$ cat src/rtl/seg_pkg.sv
// Shared definitions for the 7-segment encode/decode pair.
//   - segment bit indices on the 8-bit bus (a..g, dp)
//   - the ten digit patterns, the blank pattern and the error BCD code
//   - state encoding for seg_to_bcd_reader
package seg_pkg;

  localparam int unsigned SEG_A  = 0;
  localparam int unsigned SEG_B  = 1;
  localparam int unsigned SEG_C  = 2;
  localparam int unsigned SEG_D  = 3;
  localparam int unsigned SEG_E  = 4;
  localparam int unsigned SEG_F  = 5;
  localparam int unsigned SEG_G  = 6;
  localparam int unsigned SEG_DP = 7;

  localparam logic [6:0] PAT_0     = 7'h3F;
  localparam logic [6:0] PAT_1     = 7'h06;
  localparam logic [6:0] PAT_2     = 7'h5B;
  localparam logic [6:0] PAT_3     = 7'h4F;
  localparam logic [6:0] PAT_4     = 7'h66;
  localparam logic [6:0] PAT_5     = 7'h6D;
  localparam logic [6:0] PAT_6     = 7'h7D;
  localparam logic [6:0] PAT_7     = 7'h07;
  localparam logic [6:0] PAT_8     = 7'h7F;
  localparam logic [6:0] PAT_9     = 7'h6F;
  localparam logic [6:0] PAT_BLANK = 7'h00;

  localparam logic [3:0] BCD_ERR = 4'hF;

  typedef enum logic [1:0] {
    StIdle,
    StSettle,
    StEmit
  } state_e;

endpackage

$ cat src/rtl/seg_to_bcd_reader_if.sv
// Segment-bus input plus decoded-result valid/ready channel.
//   master : the reader (samples inbus/ready, drives the result)
//   slave  : the display side / consumer
interface seg_to_bcd_reader_if;
  logic [7:0] inbus;
  logic [3:0] outbus;
  logic       dp;
  logic       blank;
  logic       err;
  logic       valid;
  logic       ready;

  modport master (
    input  inbus,
    input  ready,
    output outbus,
    output dp,
    output blank,
    output err,
    output valid
  );

  modport slave (
    output inbus,
    output ready,
    input  outbus,
    input  dp,
    input  blank,
    input  err,
    input  valid
  );
endinterface

$ cat src/rtl/seg_pattern_decode.sv
// Combinational 7-segment pattern to BCD lookup.
//   pat_i   : segments a..g (bit0 = a)
//   digit_o : BCD digit, 0 for blank, BCD_ERR for illegal patterns
//   blank_o : all segments off
//   err_o   : neither a digit nor blank
module seg_pattern_decode
  import seg_pkg::*;
(
  input  logic [6:0] pat_i,
  output logic [3:0] digit_o,
  output logic       blank_o,
  output logic       err_o
);

  always_comb begin
    digit_o = 4'h0;
    blank_o = 1'b0;
    err_o   = 1'b0;
    case (pat_i)
      PAT_0:     digit_o = 4'd0;
      PAT_1:     digit_o = 4'd1;
      PAT_2:     digit_o = 4'd2;
      PAT_3:     digit_o = 4'd3;
      PAT_4:     digit_o = 4'd4;
      PAT_5:     digit_o = 4'd5;
      PAT_6:     digit_o = 4'd6;
      PAT_7:     digit_o = 4'd7;
      PAT_8:     digit_o = 4'd8;
      PAT_9:     digit_o = 4'd9;
      PAT_BLANK: blank_o = 1'b1;
      default: begin
        digit_o = BCD_ERR;
        err_o   = 1'b1;
      end
    endcase
  end

endmodule

$ cat src/rtl/seg_to_bcd_reader.sv
// Debounced 7-segment bus reader.
// Registers the segment bus, waits for a pattern to hold for STABLE_CYCLES
// samples, decodes it and offers one result per distinct stable pattern on a
// valid/ready handshake.
//   clk   : rising-edge clock
//   rst_n : asynchronous active-low reset
//   bus   : inbus/ready in, outbus/dp/blank/err/valid out
module seg_to_bcd_reader
  import seg_pkg::*;
#(
  parameter int unsigned STABLE_CYCLES = 4,
  parameter int unsigned CNT_W         = 8
) (
  input logic                 clk,
  input logic                 rst_n,
  seg_to_bcd_reader_if.master bus
);

  localparam logic [CNT_W-1:0] StableCnt = CNT_W'(STABLE_CYCLES);

  state_e           state_q, state_d;
  logic [7:0]       sample_q, sample_d;
  logic [7:0]       prev_q, prev_d;
  logic [7:0]       last_pat_q, last_pat_d;
  logic             have_last_q, have_last_d;
  logic [CNT_W-1:0] cnt_q, cnt_d;
  logic [3:0]       outbus_q, outbus_d;
  logic             dp_q, dp_d;
  logic             blank_q, blank_d;
  logic             err_q, err_d;
  logic             valid_q, valid_d;

  logic [3:0]       dec_digit;
  logic             dec_blank;
  logic             dec_err;
  logic [CNT_W-1:0] cnt_inc;

  seg_pattern_decode u_decode (
    .pat_i   (sample_q[6:0]),
    .digit_o (dec_digit),
    .blank_o (dec_blank),
    .err_o   (dec_err)
  );

  // Saturating increment: the count never wraps past STABLE_CYCLES.
  assign cnt_inc = (cnt_q >= StableCnt) ? cnt_q : cnt_q + CNT_W'(1);

  always_comb begin
    state_d     = state_q;
    sample_d    = bus.inbus;
    prev_d      = sample_q;
    last_pat_d  = last_pat_q;
    have_last_d = have_last_q;
    cnt_d       = cnt_q;
    outbus_d    = outbus_q;
    dp_d        = dp_q;
    blank_d     = blank_q;
    err_d       = err_q;
    valid_d     = valid_q;

    unique case (state_q)
      StIdle: begin
        if (!have_last_q || (sample_q != last_pat_q)) begin
          state_d = StSettle;
          cnt_d   = CNT_W'(1);
        end
      end
      StSettle: begin
        if (sample_q == prev_q) begin
          cnt_d = cnt_inc;
          if (cnt_inc >= StableCnt) begin
            outbus_d    = dec_digit;
            dp_d        = sample_q[SEG_DP];
            blank_d     = dec_blank;
            err_d       = dec_err;
            last_pat_d  = sample_q;
            have_last_d = 1'b1;
            valid_d     = 1'b1;
            state_d     = StEmit;
          end
        end else begin
          cnt_d = CNT_W'(1);
        end
      end
      StEmit: begin
        // Bus activity is ignored here; IDLE re-compares against last_pat.
        if (bus.ready) begin
          valid_d = 1'b0;
          state_d = StIdle;
        end
      end
      default: state_d = StIdle;
    endcase
  end

  always_ff @(posedge clk or negedge rst_n) begin
    if (!rst_n) begin
      state_q     <= StIdle;
      sample_q    <= 8'h00;
      prev_q      <= 8'h00;
      last_pat_q  <= 8'h00;
      have_last_q <= 1'b0;
      cnt_q       <= '0;
      outbus_q    <= 4'h0;
      dp_q        <= 1'b0;
      blank_q     <= 1'b0;
      err_q       <= 1'b0;
      valid_q     <= 1'b0;
    end else begin
      state_q     <= state_d;
      sample_q    <= sample_d;
      prev_q      <= prev_d;
      last_pat_q  <= last_pat_d;
      have_last_q <= have_last_d;
      cnt_q       <= cnt_d;
      outbus_q    <= outbus_d;
      dp_q        <= dp_d;
      blank_q     <= blank_d;
      err_q       <= err_d;
      valid_q     <= valid_d;
    end
  end

  assign bus.outbus = outbus_q;
  assign bus.dp     = dp_q;
  assign bus.blank  = blank_q;
  assign bus.err    = err_q;
  assign bus.valid  = valid_q;

endmodule
$ cat src/flat_wrapper.sv
// flat-port wrapper written by rule: the top's interface ports become plain ports
module seg_to_bcd_reader_flat import seg_pkg::*;
#(
  parameter int unsigned STABLE_CYCLES = 4,
  parameter int unsigned CNT_W         = 8
)
  (clk, rst_n, bus_inbus, bus_ready, bus_outbus, bus_dp, bus_blank, bus_err, bus_valid);
  seg_to_bcd_reader_if bus_i ();
  input logic clk;
  input logic rst_n;
  input wire logic [$bits(bus_i.inbus)-1:0] bus_inbus;
  input wire logic [$bits(bus_i.ready)-1:0] bus_ready;
  output wire logic [$bits(bus_i.outbus)-1:0] bus_outbus;
  output wire logic [$bits(bus_i.dp)-1:0] bus_dp;
  output wire logic [$bits(bus_i.blank)-1:0] bus_blank;
  output wire logic [$bits(bus_i.err)-1:0] bus_err;
  output wire logic [$bits(bus_i.valid)-1:0] bus_valid;
  assign bus_i.inbus = bus_inbus;
  assign bus_i.ready = bus_ready;
  assign bus_outbus = bus_i.outbus;
  assign bus_dp = bus_i.dp;
  assign bus_blank = bus_i.blank;
  assign bus_err = bus_i.err;
  assign bus_valid = bus_i.valid;
  seg_to_bcd_reader #(.STABLE_CYCLES(STABLE_CYCLES), .CNT_W(CNT_W)) u_core (.clk(clk), .rst_n(rst_n), .bus(bus_i));
endmodule
$ cat config.mk
export PLATFORM = sky130hd
export DESIGN_NAME = seg_to_bcd_reader_flat
export DESIGN_NICKNAME = d
export VERILOG_FILES = /design/src/rtl/seg_pkg.sv /design/src/rtl/seg_to_bcd_reader_if.sv /design/src/rtl/seg_pattern_decode.sv /design/src/rtl/seg_to_bcd_reader.sv /design/src/flat_wrapper.sv
export SDC_FILE = /design/constraint.sdc
export NUM_CORES = 1
export LEC_CHECK = 0
export CORE_MARGIN = 2
export CORE_UTILIZATION = 55
export DETAILED_ROUTE_END_ITERATION = 8
export PLACE_DENSITY_LB_ADDON = 0.05
export RECOVER_POWER = 50
export SETUP_SLACK_MARGIN = 0.1
export SYNTH_ARGS = -nofsm -noshare
export SYNTH_HDL_FRONTEND = slang
export SYNTH_SLANG_ARGS = --single-unit
$ cat constraint.sdc
create_clock -name clk -period 2.67 [get_ports clk]
set_input_delay 0.6675 -clock clk [delete_from_list [all_inputs] [get_ports clk]]
set_output_delay 0.6675 -clock clk [all_outputs]
set_load 0.01 [all_outputs]
==> run_results.csv, run 1 <==
group,metric,value,unit
synthesis,synthTopCellsByArea,"dfrtp_1, xor2_1, mux2_4",
sta,finalHoldViolCount,0,
clock_tree,cts_buffers,5,
floorplan,die_h,62.8,um
place,dp_cells,213,
clock_tree,clock-sinks,42,
detailed_routing,vias,1221,
power_and_ir_drop,powerDensity,528,nW/um^2
synthesis,yosys_warnings,0,
detailed_routing,routed_wl,3290,um
sta,fin_crit_sh,87.3,%
clock_tree,ctsLongestPathBuffers,2,
sta,fmax,0.429,GHz
power_and_ir_drop,vdd_ir_drop_max,340,uV
setup_path,cp-start-kind,"flop",
power_and_ir_drop,p_comb_share,6.6,%
setup_path,r2r-start,"u_core.prev_d[7]",
synthesis,yosys.area.top_type_share,55.3,%
sta,setup_violations,0,
sta,whs,481,ps
worst_hold_path,hold_path_end,"u_core.prev_q[7]",
setup_path,path_cells,"xor2_1 > nor4_1 > and4b_1 > mux2_2",
detailed_routing,via_per_inst,5.52,
global_route,grt_usage,19.7,%
setup_path,rrSetupSlack,340,ps
global_route,grt_max_degree,43,
clock_tree,cts_tree,"built",
sta,tns,0,ps
synthesis,synth_ff_type,"dfrtp_1",
synthesis,synth-edff-count,0,
setup_path,critPathMaxFanout,14,
clock_tree,clkTransAtPathRegs,130,ps
setup_path,crit_family,"simple AND/OR/NAND/NOR gates",
synthesis,netlist_top_cells_count,"dfrtp_1, xor2_1, mux2_4, nand2_1",
setup_path,ff2ff_path_depth,4,
power_and_ir_drop,power.share.clock,36.3,%
sta,period_needed,2330,ps
setup_path,worstPathArrival,2590,ps
setup_path,cp_slowest_stage_delay,740,ps
global_route,antenna_found_initial,0,
global_route,overflow,0,
synthesis,ys_ff_latch,42,
power_and_ir_drop,power_frac_seq,57.1,%
global_route,grt_pass1_wl,5890,um
synthesis,yosysSeqAreaShare,55.3,%
sta,slew_violations,43,
worst_hold_path,hp-class,"reg -> reg",
power_and_ir_drop,switching_share,23.7,%
detailed_routing,wire_per_inst,14.9,um
setup_path,worstReg2RegEnd,"u_core.bus.outbus[2]",
detailed_routing,drtIter0Drc,78,
synthesis,async_reset_ff_share,100,%
cells_and_area,fin_nets,187,
worst_hold_path,min_from,"u_core.prev_d[7]",
synthesis,syn-cell-area,1900,um^2
synthesis,ys_types,45,
detailed_routing,drc,0,
synthesis,yosysMostFrequentCell,"dfrtp_1",
sta,max_slew_margin,-39.9,%
clock_tree,root_buffer,"clkbuf_4",
sta,rsz0062_at_grt,"no",
clock_tree,hold_buffers,0,
detailed_routing,dr.pass1.iters,4,
clock_tree,h-tree-depth,2,
run_status,outcome,"complete, but fails checks",
sta,tightest_slew,2100,ps
sta,skew,6.91,ps
floorplan,core-area,3340,um^2
setup_path,crit_buf_inv,0,
setup_path,crit_required,2930,ps
power_and_ir_drop,switchingPower,272,uW
cells_and_area,antenna_cells,0,
detailed_routing,ant_nets,0,
cells_and_area,drive_gt1_share,14.9,%
place,hpwl,2280,um
power_and_ir_drop,p_leak,0.000992,uW
place,gp_congestion,0.706,
synthesis,syn_avg_cell_area,12.7,um^2
setup_path,slowest_stage,"and4b_1",
power_and_ir_drop,internal_power,877,uW
synthesis,syn-num-nets,163,
place,port_buffers,18,
floorplan,num_rows,21,
clock_tree,post_cts_buffers,0,
cells_and_area,fin_cells,221,
run_status,violations,"max-capacitance violations, max-slew violations",
floorplan,ios,19,
job,cap_violations,1,
synthesis,synth_top_cell_by_area,"dfrtp_1",
floorplan,initial_core_util,57.0,%
clock_tree,cts.repair.resized,0,
floorplan,die-area,3940,um^2
cells_and_area,area_delta_synth_final,14.6,%
synthesis,postSynthCellCount,150,
worst_hold_path,min_delay_path_depth,0,
global_route,grt_pass1_vias,1237,
setup_path,path_class,"reg -> reg",
clock_tree,clkLatencyLatePin,360,ps
floorplan,dieWidth,62.8,um
setup_path,cp-end-kind,"flop",
[worst max path at each step]
stage                                start                    to  slack, ps  cells after the start
after floorplan            u_core.cnt_q[5]  u_core.last_pat_q[1]        690                      6
after global placement    u_core.prev_d[7]         u_core.bus.dp        500                      4
after detailed placement  u_core.prev_d[7]  u_core.bus.outbus[2]        370                      4
after CTS                 u_core.prev_d[7]  u_core.bus.outbus[2]        340                      4
after global routing      u_core.prev_d[7]  u_core.bus.outbus[3]        130                      5
final                     u_core.prev_d[7]  u_core.bus.outbus[2]        340                      4
[flip-flops by register name, summed over array words and instances, names as in the netlist]
signal              flops
u_core.prev_q           8
u_core.bus.valid        1
u_core.bus.dp           1
u_core.cnt_q            8
u_core.bus.err          1
u_core.state_q          2
u_core.bus.blank        1
u_core.bus.outbus       4
u_core.last_pat_q       7
u_core.have_last_q      1
u_core.prev_d           8
[power by group through the flow]
stage | Clock [uW] | Combinational (uW) | Sequential [uW]
floorplan | 0 | 43.3 | 668
global placement | 0 | 81.3 | 669
detailed placement | 0 | 83.9 | 669
CTS | 428 | 84.3 | 657
global route | 452 | 85.5 | 659
finish | 417 | 75.5 | 657
[per-layer routing]
layer	share of wire, %	vias up	global-route usage (%)
li1	-	573	-
met5	0	-	0
met4	1.6	0	6.94
met2	47	39	30.2
met3	5.0	5	6.49
met1	47	604	26.3
[cell usage in the layout (no fill, tap or decap), types with 4 or more instances in the layout]
| master | netlist | routed |
|---|---|---|
| nand2_1 | 6 | 6 |
| nor3_1 | 5 | 5 |
| dlygate4sd3_1 | 0 | 8 |
| a21oi_1 | 4 | 4 |
| clkbuf_1 | 3 | 8 |
| mux2_4 | 6 | 6 |
| clkbuf_4 | 0 | 5 |
| xor2_1 | 18 | 18 |
| nor2_1 | 5 | 5 |
| clkdlybuf4s50_1 | 0 | 9 |
| dfrtp_1 | 42 | 42 |
| and2_1 | 5 | 5 |
| mux2_2 | 5 | 5 |
[cell families after synthesis]
| logic type | count (synthesis) | synth area share [%] |
|---|---|---|
| XOR/XNOR | 18 | 8.29 |
| flip-flops | 42 | 55.3 |
| multiplexers | 13 | 8.76 |
| buffers and inverters | 11 | 4.02 |
| adder cells (fa/ha/maj) | 2 | 1.32 |
| AND/OR/NAND/NOR | 45 | 15.2 |
| AO/OA/AOI/OAI | 19 | 7.11 |
[layout make-up]
class	count	area (um^2)
repair buffers	26	208
clock buffers	5	37.5
clock inverters	3	43.8
multi-input cells	97	773
inverters	2	7.51
fillers	288	1160
flip-flops and latches	42	1050
well taps	46	57.6
[worst reg2reg max path, stage by stage, from the launching register on]
cell	delay, ps
dfrtp_1	440
xor2_1	160
nor4_1	480
and4b_1	740
mux2_2	410
[per-stage QoR]
stage	setup WS (ps)	power (uW)	utilization, %	area, um^2
4_1_cts	341	1170	66.1	2210
3_3_place_gp	497	750	63.7	2120
3_5_place_dp	373	753	63.7	2120
6_report	338	1150	65.3	2180
5_1_grt	133	1200	65.3	2180
2_1_floorplan	693	711	-	1900
(Power assumes the default switching activity.)
==> run 2: changes to the inputs <==
--- a/config.mk
+++ b/config.mk
@@ -5,8 +5,9 @@
 export SDC_FILE = /design/constraint.sdc
 export NUM_CORES = 1
 export LEC_CHECK = 0
+export CORE_ASPECT_RATIO = 1.1
 export CORE_MARGIN = 2
-export CORE_UTILIZATION = 55
+export CORE_UTILIZATION = 40
 export DETAILED_ROUTE_END_ITERATION = 8
 export PLACE_DENSITY_LB_ADDON = 0.05
 export RECOVER_POWER = 50
==> constraint.sdc (replaced) <==
create_clock -name clk -period 2 [get_ports clk]
set_input_delay 0.5 -clock clk [delete_from_list [all_inputs] [get_ports clk]]
set_output_delay 0.5 -clock clk [all_outputs]
set_load 0.01 [all_outputs]
==> run 2 against run 1 <==
The run now ends clean; total power grew 58%; sequential share of layout area shrank 4.8 points; critical path depth grew 1; via count grew 2.1%; final area grew 11%; clock-buffer cell count grew 1; non-clock buffer count grew 12; clock skew shrank 2.3 ps; largest cell class unchanged.
==> run_results.csv, run 2 (synthesis results as in run 1) <==
group,metric,value,unit
setup_path,crit_required,2180,ps
sta,fin_crit_sh,98.3,%
floorplan,core-area,4620,um^2
global_route,grt_max_degree,23,
place,place_area,2240,um^2
floorplan,ios,19,
clock_tree,cts_tree,"built",
detailed_routing,drc,0,
detailed_routing,vias,1247,
setup_path,cp-start-kind,"flop",
power_and_ir_drop,p_leak,0.00110,uW
sta,setup_violations,0,
floorplan,num_rows,26,
sta,period_needed,1970,ps
sta,max_slew_margin,24.5,%
run_status,outcome,"completed",
detailed_routing,ant_nets,0,
worst_hold_path,hp-class,"in -> async",
clock_tree,ctsLongestPathBuffers,2,
cells_and_area,finalCoreUtilization,52.5,%
clock_tree,cts_buffers,5,
sta,whs,406,ps
place,gp_congestion,0.732,
setup_path,crit_family,"simple AND/OR/NAND/NOR gates",
setup_path,path_class,"reg -> reg",
job,cap_violations,0,
sta,skew,4.58,ps
cells_and_area,area_delta_synth_final,27.5,%
cells_and_area,final_common_cell,"dfrtp_1",
sta,tightest_slew,1130,ps
global_route,grt_pass1_wl,6010,um
floorplan,initial_core_util,41.1,%
cells_and_area,drive_gt1_share,26.2,%
power_and_ir_drop,switchingPower,362,uW
detailed_routing,routed_wl,3540,um
setup_path,slowest_stage,"or4_4",
floorplan,die-area,5320,um^2
setup_path,critPathMaxFanout,11,
power_and_ir_drop,p_comb_share,6.9,%
detailed_routing,via_per_inst,5.13,
global_route,overflow,0,
clock_tree,root_buffer,"clkbuf_8",
cells_and_area,fin_nets,199,
clock_tree,h-tree-depth,2,
global_route,grt_pass1_vias,1263,
global_route,grt_usage,14.4,%
place,port_buffers,18,
cells_and_area,fin_cells,243,
setup_path,cp-end-kind,"flop",
power_and_ir_drop,internal_power,1450,uW
sta,slew_violations,0,
floorplan,dieWidth,69.7,um
power_and_ir_drop,vdd_ir_drop_max,353,uV
floorplan,die_h,76.3,um
power_and_ir_drop,power_frac_seq,48.3,%
setup_path,crit_buf_inv,1,
sta,fmax,0.508,GHz
sta,finalHoldViolCount,0,
power_and_ir_drop,power.share.clock,44.8,%
clock_tree,clock-sinks,42,
global_route,antenna_found_initial,0,
clock_tree,clkTransAtPathRegs,80,ps
clock_tree,clkLatencyLatePin,290,ps
clock_tree,hold_buffers,0,
power_and_ir_drop,switching_share,19.9,%
place,dp_cells,232,
detailed_routing,wire_per_inst,14.6,um
cells_and_area,stdcell_area,2420,um^2
sta,rsz0062_at_grt,"yes",
power_and_ir_drop,powerDensity,749,nW/um^2
detailed_routing,drtIter0Drc,73,
setup_path,cp_slowest_stage_delay,590,ps
cells_and_area,nFillCells,415,
detailed_routing,dr.pass1.iters,4,
cells_and_area,layout_common_cells,"dfrtp_1, xor2_1, buf_4",
cells_and_area,antenna_cells,0,
power_and_ir_drop,total_power,1820,uW
place,hpwl,2490,um
setup_path,worstPathArrival,2140,ps
setup_path,path_cells,"clkbuf_1 > or4_4 > o221a_4 > o311a_4 > mux2_4",
## run 2: cell count changes in the layout (fill, tap and decap cells not counted), moves of 2 or more
cell             before  now
clkdlybuf4s50_1       9   11
nor4_2                1    3
nor4_1                2    0
dlygate4sd3_1         8    6
clkbuf_8              0    6
buf_4                 1   14
clkbuf_4              5    0
clkbuf_1              8    5
## run 2: final cells by class
cell class / count / area, um^2 / share of cell area [%]
clock inverter: 2 / 60.1 / 2.48
timing repair buffer: 38 / 319 / 13.2
clock buffer: 6 / 82.6 / 3.41
multi-input combinational: 97 / 832 / 34.3
tap: 56 / 70.1 / 2.89
inverter: 2 / 7.51 / 0.310
sequential: 42 / 1050 / 43.4
## run 2: routing by layer
layer	wire length (um)	share of wire, %	GRT usage [%]
met1	1660	47	20.7
met2	1700	48	20.8
met3	122	3.4	4.23
met4	55	1.6	5.38
met5	0	0	0
## run 2: timing repair
action,4_1_cts,5_1_grt
cloned,0,0
buffers inserted,0,3
pin swaps,0,5
resized for setup,1,12
setup endpoints to repair,15,18
## run 2: metrics by stage
stage          setup slack (ps)  TNS (ps)
3_5_place_dp              -10.9     -10.9
4_1_cts                    49.1         0
3_3_place_gp               2.22         0
2_1_floorplan              22.7         0
5_1_grt                   -59.8      -558
6_report                   33.3         0
## run 2: worst reg2reg max path: cells and delay by family (launching register included)
kind	cells	cell delay, ps
AND/OR/NAND/NOR	1	590
flip-flops	1	390
multiplexers	1	260
AO/OA/AOI/OAI	2	370
buffers and inverters	1	250
## run 2: worst paths after layout
path | slack (ps) | startpoint | cells after the start | to
max | 30 | u_core.prev_d[5] | 5 | u_core.bus.err
min | 410 | rst_n | 1 | u_core.cnt_q[0]
max reg2reg | 30 | u_core.prev_d[5] | 5 | u_core.bus.err
min reg2reg | 430 | u_core.prev_d[0] | 0 | u_core.prev_q[0]
max in group asynchronous | 450 | rst_n | 2 | u_core.prev_d[0]
min in group clk | 430 | u_core.prev_d[0] | 0 | u_core.prev_q[0]
## run 2: power by group through the flow
stage                     clock (uW)  sequential, uW  combinational, uW
after floorplan                    0             892               57.9
after global placement             0             896                122
after detailed placement           0             896                125
after CTS                        836             879                125
after global routing             883             879                138
final                            813             877                125
==> RTL edit 1 (flow settings as in run 2) <==
`sample_q` no longer has a reset.
--- a/src/rtl/seg_to_bcd_reader.sv
+++ b/src/rtl/seg_to_bcd_reader.sv
@@ -98,3 +98,2 @@
       state_q     <= StIdle;
-      sample_q    <= 8'h00;
       prev_q      <= 8'h00;
@@ -110,3 +109,2 @@
       state_q     <= state_d;
-      sample_q    <= sample_d;
       prev_q      <= prev_d;
@@ -123,2 +121,6 @@
 
+  always_ff @(posedge clk) begin
+    sample_q <= sample_d;
+  end
+
   assign bus.outbus = outbus_q;
Formal check against the unedited RTL: not equivalent (a bounded check fails within 10 cycles, from zero or initial values and one cycle with rst_n low).
==> RTL edit 1 against run 2 <==
  * Power shrank 15%
  * Area after synthesis down 2.1%
  * Hold slack worse by 0.031 ns
  * Largest cell class unchanged
  * Setup slack better by 0.037 ns
  * Sequential cell count did not move
  * Design area shrank 5.5%
  * Routed wire length fell by 6.2%
  * Count of clock-buffer cells in the layout is 1 higher
==> RTL edit 1: results (changes against run 2) <==
Parameter                              Value

Worst setup path
  Crit path arrival time    2.10 ns (was 2.14 ns)
  Largest stage delay, worst path    0.55 ns (was 0.59 ns)
  Cell type of the slowest stage on the worst timing path    sky130_fd_sc_hd__or4_4 (unchanged)
  Cell count of the worst reg-to-reg path    5 (unchanged)
  Peak fanout along the critical path    14 (was 11)

STA
  Setup skew after layout    0.00653 ns (was 0.00458 ns)
  Max Transition Viols Final    0 (unchanged)
  Relative max-transition margin    0.436 (was 0.245)

Detailed routing
  Iteration-0 DRC Markers    57 (was 73)
  Via count of the routed design    1200 (was 1247)
  Wirelength per Cell    13.9 um (was 14.6 um)
  Drt first pass iters    4 (unchanged)

Global route
  Number of antenna violations at the first check in global routing    0 (unchanged)
  Total global routing track utilization    0.141 (was 0.144)
  Pin count of the biggest net entering global routing    35 (was 23)
  Wire length of the first global-routing pass    5720 um (was 6010 um)

Logic synthesis
  Synth cell types    46 (was 45)
  Proportion of synthesized chip area in sequential cells    0.543 (was 0.553)
  Top cell types by occurrence after synthesis    sky130_fd_sc_hd__dfrtp_1 (34), sky130_fd_sc_hd__xor2_1 (18), sky130_fd_sc_hd__dfxtp_1 (8), sky130_fd_sc_hd__mux2_4 (6), sky130_fd_sc_hd__nand2_1 (6) (was sky130_fd_sc_hd__dfrtp_1 (42), sky130_fd_sc_hd__xor2_1 (18), sky130_fd_sc_hd__mux2_4 (6), sky130_fd_sc_hd__nand2_1 (6))
  Yosys Warn Count    0 (unchanged)
  Number of nets in the synthesized netlist    163 (unchanged)
  Most area-consuming cells after synthesis    sky130_fd_sc_hd__dfrtp_1 (46%), sky130_fd_sc_hd__dfxtp_1 (8.6%), sky130_fd_sc_hd__xor2_1 (8.5%), sky130_fd_sc_hd__mux2_4 (4.8%), sky130_fd_sc_hd__mux2_2 (3.0%) (was sky130_fd_sc_hd__dfrtp_1 (55%), sky130_fd_sc_hd__xor2_1 (8.3%), sky130_fd_sc_hd__mux2_4 (4.7%), sky130_fd_sc_hd__mux2_2 (3.0%), sky130_fd_sc_hd__and2_1 (1.6%))
  Async SR Flop Fraction    0.810 (was 1.00)

Layout
  Number of filler cells placed in the layout    409 (was 415)
  Number of nets in the layout    195 (was 199)
  Fraction of layout cells with a size suffix above 1    0.235 (was 0.262)
  Number of inserted diodes    0 (unchanged)

Hold path
  Class of the tightest hold or removal check    reg2reg (was in2async)
  Hold Crit Depth    0

CTS
  Clock-pin transition on the worst setup and hold timing paths    0.08 ns (about the same)
  Root buf cell    sky130_fd_sc_hd__clkbuf_8 (unchanged)
  Insertion delay of the later-clocked pin in the worst-skew pair    0.29 ns (about the same)
  Maximum count of clock buffers along a single path    2 (unchanged)
  Number of buffers created by CTS    5 (unchanged)
  H-tree depth    2 (unchanged)

Pwr
  Peak supply drop    0.489 mV (was 0.353 mV)
  Static Leakage    1.03 nW (was 1.10 nW)

Outcome
  Status    finished, final reports clean (unchanged)

Place
  Routability congestion estimate from global placement    0.781 (was 0.732)
  Half-perimeter wire length after placement    2300 um (was 2490 um)
  IO buf count    18 (unchanged)
-- RTL edit 1: kinds of logic after synthesis --
kind of cell,count (synthesis),share of synthesized area
buf+inv,11,0.0410
compound gates,19,0.0726
xor+xnor,18,0.0847
mux,13,0.0894
flops,42,0.543
simple gates,45,0.155
fa+ha+maj,2,0.0134
-- RTL edit 1: layer usage --
metal | routed length (um) | vias up | part of all wire | track usage
met2 | 1480 | 22 | 0.45 | 0.214
met4 | 41 | 0 | 0.012 | 0.0654
met1 | 1670 | 583 | 0.50 | 0.195
met5 | 0 | - | 0 | 0
li1 | - | 591 | - | -
met3 | 126 | 4 | 0.038 | 0.0331
-- RTL edit 1: repair_timing --
item,in CTS,in global routing
setup endpoints to repair,12,18
setup buffers,1,1
gates cloned,0,0
gates resized for setup,2,4
pin swaps,0,3
-- RTL edit 1: final cells by class --
class	instances	area, um^2	area share
Tap cell	56	70.1	0.0306
Clock inverter	1	5.00	0.00218
Sequential cell	42	1010	0.441
Multi-Input combinational cell	97	808	0.353
Clock buffer	7	86.3	0.0377
Timing Repair Buffer	34	303	0.132
Inverter	2	7.51	0.00328
-- RTL edit 1: final timing paths --
| path | startpoint | endpoint | slack (ns) |
|---|---|---|---|
| min | u_core.prev_d[0] | u_core.prev_q[0] | 0.37 |
| min in group asynchronous | rst_n | u_core.cnt_q[1] | 0.84 |
| min reg2reg | u_core.prev_d[0] | u_core.prev_q[0] | 0.37 |
| max | u_core.cnt_q[5] | u_core.last_pat_q[3] | 0.07 |
| max in group asynchronous | rst_n | u_core.prev_q[3] | 0.62 |
| max reg2reg | u_core.cnt_q[5] | u_core.last_pat_q[3] | 0.07 |
-- RTL edit 1: critical path, delay by kind of cell, from the launching register on --
| kind | cells | cell delay (ns) |
|---|---|---|
| and+or+nand+nor | 3 | 0.96 |
| buffers and inverters | 1 | 0.16 |
| muxes | 1 | 0.30 |
| DFF | 1 | 0.38 |
-- RTL edit 1: metrics by stage --
stage | setup WS, ns | cells | area (um^2)
after floorplan | 0.0227 | 150 | 1860
after global placement | 0.112 | 231 | 2170
after detailed placement | 0.0368 | 231 | 2170
after CTS | 0.0755 | 240 | 2280
after global routing | 0.000509 | 239 | 2290
final | 0.0706 | 239 | 2290
-- RTL edit 1: report_power, final --
part	leakage, nW	switching, W	total, W	internal, W
clock	0.0482	0.000269	0.000548	0.000278
combinational	0.473	0.0000630	0.000115	0.0000525
sequential	0.514	0.0000104	0.000874	0.000864
total	1.03	0.000343	0.00154	0.00119
==> RTL edit 2 (config.mk and constraints of run 2) <==
Without the edit above. `CNT_W` is set to 8 in 2 places; all go to 6.
--- a/src/rtl/seg_to_bcd_reader.sv
+++ b/src/rtl/seg_to_bcd_reader.sv
@@ -11,3 +11,3 @@
   parameter int unsigned STABLE_CYCLES = 4,
-  parameter int unsigned CNT_W         = 8
+  parameter int unsigned CNT_W         = 6
 ) (
--- a/src/flat_wrapper.sv
+++ b/src/flat_wrapper.sv
@@ -4,3 +4,3 @@
   parameter int unsigned STABLE_CYCLES = 4,
-  parameter int unsigned CNT_W         = 8
+  parameter int unsigned CNT_W         = 6
 )
Behaviour: no difference found for any inputs over 10 cycles, from zero or initial values and one cycle with rst_n low; that may be too few to reach the edited logic, so the function may still have changed.
==> RTL edit 2 against run 2 <==
  * Sequential cell count down 2
  * Design area down 3.9%
  * Routed wire length down 3.3%
  * Hold slack better by 0.030 ns
  * Area after synthesis down 4.5%
  * Power down 12%
  * Setup slack better by 0.076 ns
==> RTL edit 2: results (changes against run 2) <==
Parameter                              Value

Logic synthesis
  Number of nets in the synthesized netlist    165 (was 163)
  Most area-consuming cells after synthesis    sky130_fd_sc_hd__dfrtp_1 (55%), sky130_fd_sc_hd__xor2_1 (8.2%), sky130_fd_sc_hd__mux2_1 (4.3%), sky130_fd_sc_hd__mux2_4 (2.5%), sky130_fd_sc_hd__buf_6 (1.9%) (was sky130_fd_sc_hd__dfrtp_1 (55%), sky130_fd_sc_hd__xor2_1 (8.3%), sky130_fd_sc_hd__mux2_4 (4.7%), sky130_fd_sc_hd__mux2_2 (3.0%), sky130_fd_sc_hd__and2_1 (1.6%))
  Synth cell types    41 (was 45)
  Top cell types by occurrence after synthesis    sky130_fd_sc_hd__dfrtp_1 (40), sky130_fd_sc_hd__xor2_1 (17), sky130_fd_sc_hd__inv_1 (7), sky130_fd_sc_hd__mux2_1 (7) (was sky130_fd_sc_hd__dfrtp_1 (42), sky130_fd_sc_hd__xor2_1 (18), sky130_fd_sc_hd__mux2_4 (6), sky130_fd_sc_hd__nand2_1 (6))

Pwr
  NetSw    0.000344 W (was 0.000362 W)
  Peak supply drop    0.370 mV (was 0.353 mV)

Worst setup path
  Cell count of the worst reg-to-reg path    6 (was 5)
  FF-to-FF End    u_core.last_pat_q[3] (was u_core.bus.err)
  Crit path arrival time    2.06 ns (was 2.14 ns)
  Flop-to-flop setup slack    0.11 ns (was 0.03 ns)
  Launching point of the worst reg2reg path    u_core.prev_q[4] (was u_core.prev_d[5])
  Peak fanout along the critical path    8 (was 11)
  Largest stage delay, worst path    0.37 ns (was 0.59 ns)

CTS
  Root buf cell    sky130_fd_sc_hd__clkbuf_8 (unchanged)

Layout
  Number of nets in the layout    200 (was 199)
  Fraction of layout cells with a size suffix above 1    0.218 (was 0.262)

STA
  Setup skew after layout    0.0106 ns (was 0.00458 ns)
  Final-layout worst hold slack    0.435 ns (was 0.406 ns)
  Relative max-transition margin    0.355 (was 0.245)

Global route
  Total global routing track utilization    0.164 (was 0.144)
  Wire length of the first global-routing pass    6080 um (was 6010 um)

Detailed routing
  Iteration-0 DRC Markers    48 (was 73)
  Via count of the routed design    1272 (was 1247)
  Routed Wire Length    3420 um (was 3540 um)

Place
  Half-perimeter wire length after placement    2330 um (was 2490 um)
  Routability congestion estimate from global placement    0.715 (was 0.732)

Outcome
  Status    finished, final reports clean (unchanged)
## RTL edit 2: per-stage QoR
step	total power [W]	cell area (um^2)	util	setup slack (ns)	instances
floorplan	0.000914	1820	-	0.0644	152
global placement	0.000970	2120	0.490	0.0971	228
detailed placement	0.000975	2120	0.490	0.0417	228
CTS	0.00162	2290	0.530	0.103	241
global route	0.00167	2330	0.540	0.0375	242
finish	0.00159	2330	0.540	0.109	242
## RTL edit 2: final cells by class
class,instances,area (um^2)
clock buffer,6,72.6
clock inverter,2,35.0
fill,379,1990
inverter,7,26.3
multi-input combinational,95,776
sequential,40,1000
tap,54,67.6
timing repair buffer,38,352
## RTL edit 2: worst max-delay path by stage
| stage | start | endpoint | slack, ns | depth (start not counted) |
|---|---|---|---|---|
| 5_1_grt | u_core.prev_d[6] | u_core.bus.outbus[1] | 0.04 | 6 |
| 3_5_place_dp | u_core.cnt_q[5] | u_core.bus.outbus[1] | 0.04 | 6 |
| 6_report | u_core.prev_q[4] | u_core.last_pat_q[3] | 0.11 | 6 |
| 2_1_floorplan | u_core.cnt_q[5] | u_core.last_pat_q[0] | 0.06 | 7 |
| 4_1_cts | u_core.cnt_q[3] | u_core.last_pat_q[3] | 0.10 | 6 |
| 3_3_place_gp | u_core.cnt_q[5] | u_core.bus.outbus[1] | 0.1 | 6 |
## RTL edit 2: what timing repair did
item,in CTS,in global routing
pin swaps,5,3
gates cloned,1,0
hold buffers,0,0
gates resized for setup,3,7
setup buffers,4,1
endpoints found under the setup margin,10,19
## RTL edit 2: kinds of logic after synthesis
| kind of cell | after synthesis | share of synthesized area |
|---|---|---|
| muxes | 10 | 0.0682 |
| and+or+nand+nor | 42 | 0.138 |
| DFF | 40 | 0.551 |
| AOI/OAI and AO/OA | 22 | 0.0855 |
| buffers and inverters | 17 | 0.0517 |
| xor gates and xnor gates | 19 | 0.0917 |
| adders and majority gates | 2 | 0.0138 |
## RTL edit 2: power by group through the flow
stage / registers [W] / logic [W] / clock network [W]
floorplan: 0.000851 / 0.0000630 / 0
global placement: 0.000853 / 0.000117 / 0
detailed placement: 0.000854 / 0.000121 / 0
CTS: 0.000838 / 0.000122 / 0.000659
global route: 0.000840 / 0.000134 / 0.000692
finish: 0.000837 / 0.000120 / 0.000636
## RTL edit 2: per-layer routing
| metal | vias up | share of wire | GRT usage |
|---|---|---|---|
| met5 | - | 0 | 0 |
| met4 | 0 | 0.018 | 0.0644 |
| met3 | 7 | 0.031 | 0.0448 |
| met2 | 33 | 0.50 | 0.257 |
| met1 | 631 | 0.45 | 0.218 |
| li1 | 601 | - | - |
## RTL edit 2: critical path, delay by kind of cell, from the launching register on
kind	cells	cell delay, ns
flip-flops	1	0.37
buffers and inverters	1	0.15
multiplexers	1	0.31
AND/OR/NAND/NOR	3	0.78
XOR/XNOR	1	0.17
